`src/rtl/if_stage.sv`:
```
// Instruction-fetch stage with IF/ID pipeline register.
// One fetch in flight over req/ack, one-entry skid for decode stalls, redirect flush/drain.
module if_stage #(
  parameter int unsigned     WORD      = 64,
  parameter int unsigned     INST_SIZE = 32,
  parameter logic [WORD-1:0] RESET_PC  = '0,
  parameter int unsigned     PC_STEP   = 4
) (
  input  logic                 clk,
  input  logic                 rst,
  input  logic                 stall,
  input  logic                 redirect,
  input  logic [WORD-1:0]      redirect_pc,
  output logic                 imem_req,
  output logic [WORD-1:0]      imem_addr,
  input  logic                 imem_ack,
  input  logic [INST_SIZE-1:0] imem_rdata,
  output logic [INST_SIZE-1:0] id_inst,
  output logic [WORD-1:0]      id_pc,
  output logic                 id_valid
);

  typedef enum logic [1:0] {
    ST_REQ   = 2'd0,
    ST_HOLD  = 2'd1,
    ST_DRAIN = 2'd2
  } state_e;

  typedef struct packed {
    logic [INST_SIZE-1:0] inst;
    logic [WORD-1:0]      pc;
  } fetch_t;

  state_e          state_q, state_d;
  logic [WORD-1:0] pc_q, pc_d;
  logic [WORD-1:0] addr_q, addr_d;
  logic            req_q, req_d;
  fetch_t          skid_q, skid_d;
  fetch_t          id_q, id_d;
  logic            id_valid_q, id_valid_d;

  logic [WORD-1:0] pc_inc;
  logic            ack_live;

  // Sequential increment wraps naturally at 2^WORD.
  assign pc_inc   = pc_q + WORD'(PC_STEP);
  // Strobes arriving with no request outstanding are not responses.
  assign ack_live = imem_ack & req_q;

  always_ff @(posedge clk or posedge rst) begin
    if (rst) begin
      state_q    <= ST_REQ;
      pc_q       <= RESET_PC;
      addr_q     <= RESET_PC;
      req_q      <= 1'b0;
      skid_q     <= '0;
      id_q       <= '0;
      id_valid_q <= 1'b0;
    end else begin
      state_q    <= state_d;
      pc_q       <= pc_d;
      addr_q     <= addr_d;
      req_q      <= req_d;
      skid_q     <= skid_d;
      id_q       <= id_d;
      id_valid_q <= id_valid_d;
    end
  end

  always_comb begin
    state_d    = state_q;
    pc_d       = pc_q;
    addr_d     = addr_q;
    req_d      = req_q;
    skid_d     = skid_q;
    id_d       = id_q;
    // Live entry holds under stall; otherwise decode sees a bubble.
    id_valid_d = id_valid_q & stall;

    case (state_q)
      ST_REQ: begin
        if (!req_q) begin
          // First cycle out of reset: launch the initial request.
          req_d = 1'b1;
          if (redirect) begin
            pc_d   = redirect_pc;
            addr_d = redirect_pc;
          end else begin
            addr_d = pc_q;
          end
        end else if (ack_live) begin
          if (redirect) begin
            pc_d   = redirect_pc;
            addr_d = redirect_pc;
          end else if (!stall || !id_valid_q) begin
            id_d.inst  = imem_rdata;
            id_d.pc    = addr_q;
            id_valid_d = 1'b1;
            pc_d       = pc_inc;
            addr_d     = pc_inc;
          end else begin
            skid_d.inst = imem_rdata;
            skid_d.pc   = addr_q;
            pc_d        = pc_inc;
            addr_d      = pc_inc;
            req_d       = 1'b0;
            state_d     = ST_HOLD;
          end
        end else if (redirect) begin
          pc_d    = redirect_pc;
          state_d = ST_DRAIN;
        end
      end

      ST_HOLD: begin
        if (redirect) begin
          pc_d    = redirect_pc;
          addr_d  = redirect_pc;
          req_d   = 1'b1;
          state_d = ST_REQ;
        end else if (!stall) begin
          id_d       = skid_q;
          id_valid_d = 1'b1;
          addr_d     = pc_q;
          req_d      = 1'b1;
          state_d    = ST_REQ;
        end
      end

      ST_DRAIN: begin
        // Request stays up at the stale address until memory answers it.
        if (redirect) begin
          pc_d = redirect_pc;
        end
        if (ack_live) begin
          addr_d  = redirect ? redirect_pc : pc_q;
          state_d = ST_REQ;
        end
      end

      default: begin
        state_d = ST_REQ;
      end
    endcase

    if (redirect) begin
      id_valid_d = 1'b0;
    end
  end

  assign imem_req  = req_q;
  assign imem_addr = addr_q;
  assign id_inst   = id_q.inst;
  assign id_pc     = id_q.pc;
  assign id_valid  = id_valid_q;

endmodule
```
`config.mk`:
```
export PLATFORM = sky130hd
export DESIGN_NAME = if_stage
export DESIGN_NICKNAME = d
export VERILOG_FILES = /design/src/rtl/if_stage.sv
export SDC_FILE = /design/constraint.sdc
export NUM_CORES = 1
export LEC_CHECK = 0
export ABC_AREA = 1
export CORE_MARGIN = 2
export CORE_UTILIZATION = 50
export CTS_CLUSTER_SIZE = 30
export DETAILED_ROUTE_END_ITERATION = 12
export GPL_ROUTABILITY_DRIVEN = 0
export MAX_ROUTING_LAYER = met4
export PLACE_DENSITY = 0.81
export RECOVER_POWER = 25
export SYNTH_ARGS = -nofsm -noshare
export SYNTH_HDL_FRONTEND = slang
export SYNTH_SLANG_ARGS = --single-unit
```
`constraint.sdc`:
```
create_clock -name clk -period 22.9 [get_ports clk]
set_clock_uncertainty 0.2 [all_clocks]
set_input_delay 4.58 -clock clk [delete_from_list [all_inputs] [get_ports clk]]
set_output_delay 4.58 -clock clk [all_outputs]
set_load 0.03 [all_outputs]
```
==> metrics <==
DRT Pass-1 Iters=6; die area=36100 µm²; layout cells sized above 1=0.0749; CTS sink cnt=324; core area=34300 µm²; first-pass GRT wire length=86500 µm; FP Rows=68; vias in the first global route=16000; Synth Area per Inst=7.61 µm²; yosys warns=0; max-slew violations=238; DRT antenna net count=0; hold depth=2; final wirelength=54800 µm; failing checks=max-capacitance violations, max-slew violations; fin crit period=10.04 ns; Synth cell types=44; Post-Syn Area=17300 µm²; clk_lat worst skew=0.53 ns; DR DRC count=0; Max FO, Critical Path=68; CTS tree=built; most used cell, CP=clkbuf_1; gr usage total=0.310; R2R cell count=7; routed vias=17200; Cell Pwr Density=153 nW/µm²; data arrival time of the critical path=10.24 ns; DIE WIDTH=190 µm; Worst path max stage delay=2.00 ns; status=finished, violations left; post-CTS sizing=0; final setup TNS=0 ns; Slowest-stage cell, CP=clkbuf_1; worst path cell trace=clkbuf_1, clkbuf_1, nor2_1, nand2_4, buf_4, mux2_2; pre-CTS WS=15.02 ns; FF-to-FF Start=state_q[1]; CTS root buffer=clkbuf_16; Worst-path clk slew=0.06 ns; wire per inst=18.6 µm; hold_buf cts=0; Setup crit end kind=flop; H-Tree Depth=2; RR Endpoint=id_pc[11]; Port Buf Inserts=262; Max Buffers Root-to-Sink=3; Hold EP=skid_q[39]; Final Setup Violations=0; Synth Net Count=2378; number of synthesized register bits=324; initial DRC count=2067; Hold Path Origin=skid_q[39]; IO Count=263; setup ws final=12.86 ns; worst hold-check path type=flop to flop; final hold viol count=0; max-cap viol count=4; DPL Wire Length=37500 µm; worst IR drop on VDD=0.000113 V; RSZ-0062 raised after global routing=false; pin count of the biggest net entering global routing=97; initial antenna violation count=0; Syn Inst Count=2272; critical path's top delay family=buffers and inverters; Area Overhead vs Synth=23.1%; Antenna diodes=0; Seq/Total Area, Yosys=0.469; Final #Nets=2564; Slew HR=-1.79; WP buf/inv=3; grt total ovfl=0; f_max=99.6 MHz; total CTS buffers=35; setup slack, reg-to-reg=19.15 ns; die outline height=190 µm; post-DR vias/cell=5.84; period utilization=0.438; CP required=23.11 ns; Initial Utilization=0.504; CP Launch Type=input pin; postcts setup bufs=0; Leak=9.66 nW; worst setup path category=input pin to flop; slew at the pin closest to its max-slew limit=4.16 ns
[layout make-up]
type	instances	area, µm²
fill	2928	13000
sequential	324	8110
clock buffer	45	1000
clock inverter	18	190
inverter	162	611
timing repair buffer	281	2750
tap	455	569
multi-input combinational	1654	8040
[power breakdown]
| part | internal [mW] | leakage, nW | total, mW | switching (mW) |
|---|---|---|---|---|
| Combinational | 0.549 | 5.23 | 1.56 | 1.02 |
| Clock | 0.346 | 0.598 | 0.585 | 0.239 |
| Sequential | 0.858 | 3.83 | 1.11 | 0.256 |
[state kept, by name, summed over array words and instances (netlist names)]
name	flops
imem_addr	64
id_valid	1
imem_req	1
skid_q	96
id_pc	64
state_q	2
pc_q	64
id_inst	32
[synthesized netlist by cell type, drive strengths merged]
library cell,count,area [µm²]
nand2,654,2510
dfrtp,324,8110
nor2,309,1280
o21ai,172,861
inv,161,604
a21oi,142,711
nand3,105,541
a31oi,104,651
clkbuf,75,282
mux2,61,687
buf,57,269
nand4,33,206
a22oi,12,90.1
nor3,10,55.1
o22ai,9,56.3
o21a,7,52.6
ha,5,62.6
xor2,5,43.8
o211ai,4,30.0
o21bai,4,33.8
o31ai,4,30.0
nor4,3,25.0
nand3b,2,15.0
o32ai,2,17.5
a211oi,1,7.51
a22o,1,8.76
and2,1,6.26
clkinv,1,3.75
mux2i,1,10.0
nor3b,1,7.51
o221ai,1,8.76
or2,1,6.26
[cells in the final DEF (no fill, tap or decap), types with 2 or more instances in the layout]
| cell type | instances |
|---|---|
| nand3b_1 | 2 |
| o32ai_1 | 2 |
| clkbuf_1 | 5 |
| o31ai_1 | 4 |
| o211ai_1 | 4 |
| nand4_1 | 33 |
| dfrtp_1 | 324 |
| clkdlybuf4s50_1 | 174 |
| inv_2 | 5 |
| nor2_4 | 9 |
| clkinv_4 | 2 |
| nor2_1 | 291 |
| bufinv_16 | 3 |
| xor2_1 | 5 |
| o21ai_0 | 158 |
| nand2_2 | 8 |
| o22ai_1 | 9 |
| nand2_1 | 640 |
| a31oi_1 | 104 |
| clkbuf_16 | 36 |
| o21a_1 | 7 |
| nor2_2 | 6 |
| nor4_1 | 3 |
| o21ai_1 | 14 |
| a22oi_1 | 12 |
| clkinv_2 | 11 |
| nand3_2 | 3 |
| nor2_8 | 3 |
| nor3_1 | 9 |
| nand2_4 | 6 |
| ha_1 | 3 |
| o21bai_1 | 3 |
| dlygate4sd3_1 | 87 |
| buf_4 | 17 |
| inv_1 | 154 |
| a21oi_1 | 142 |
| mux2_2 | 61 |
| clkbuf_8 | 7 |
| nand3_1 | 102 |
[per-stage QoR]
step / total power, mW / hold WS (ns) / util / instances / cell area (µm²)
after floorplan: 2.07 / 0.253 / - / 2272 / 17300
after CTS: 3.27 / 0.288 / 0.621 / 2939 / 21300
after global placement: 2.62 / 0.265 / 0.587 / 2876 / 20100
after global routing: 3.46 / 0.303 / 0.621 / 2939 / 21300
after detailed placement: 2.68 / 0.273 / 0.587 / 2876 / 20100
final: 3.26 / 0.283 / 0.621 / 2939 / 21300
[how the worst max path moves through the flow]
stage                         from    endpoint  slack, ns  cells past startpoint
after floorplan                rst  id_inst[0]       9.15                      1
after global placement         rst     pc_q[2]      15.04                      4
after detailed placement       rst     pc_q[2]      15.02                      4
after CTS                      rst    pc_q[34]      15.56                      4
after global routing      redirect  skid_q[32]      12.55                      6
final                     redirect  skid_q[28]      12.86                      6
[metal layers]
metal  up-vias  GRT usage  wire [µm]
met5         -          -          0
met4         0      0.146       2870
met3       204     0.0620       5980
met2      1032      0.451      24000
met1      8055      0.416      22000
li1       7867          -          -
[worst reg2reg max path, cell delays in order (launching register included)]
cell and delay (ns):
dfrtp_1 0.43, inv_1 0.14, ha_4 0.28, buf_4 0.75, clkinv_2 0.93, buf_4 0.59, nand2_1 0.15, a31oi_1 0.11
[cell families after synthesis]
family,share of synthesized area
DFF,0.469
buffers and inverters,0.0670
muxes,0.0403
AOI/OAI and AO/OA,0.148
xor gates and xnor gates,0.00253
and+or+nand+nor,0.269
adders and majority gates,0.00362
Note: power is estimated with default switching activity, not from simulation.
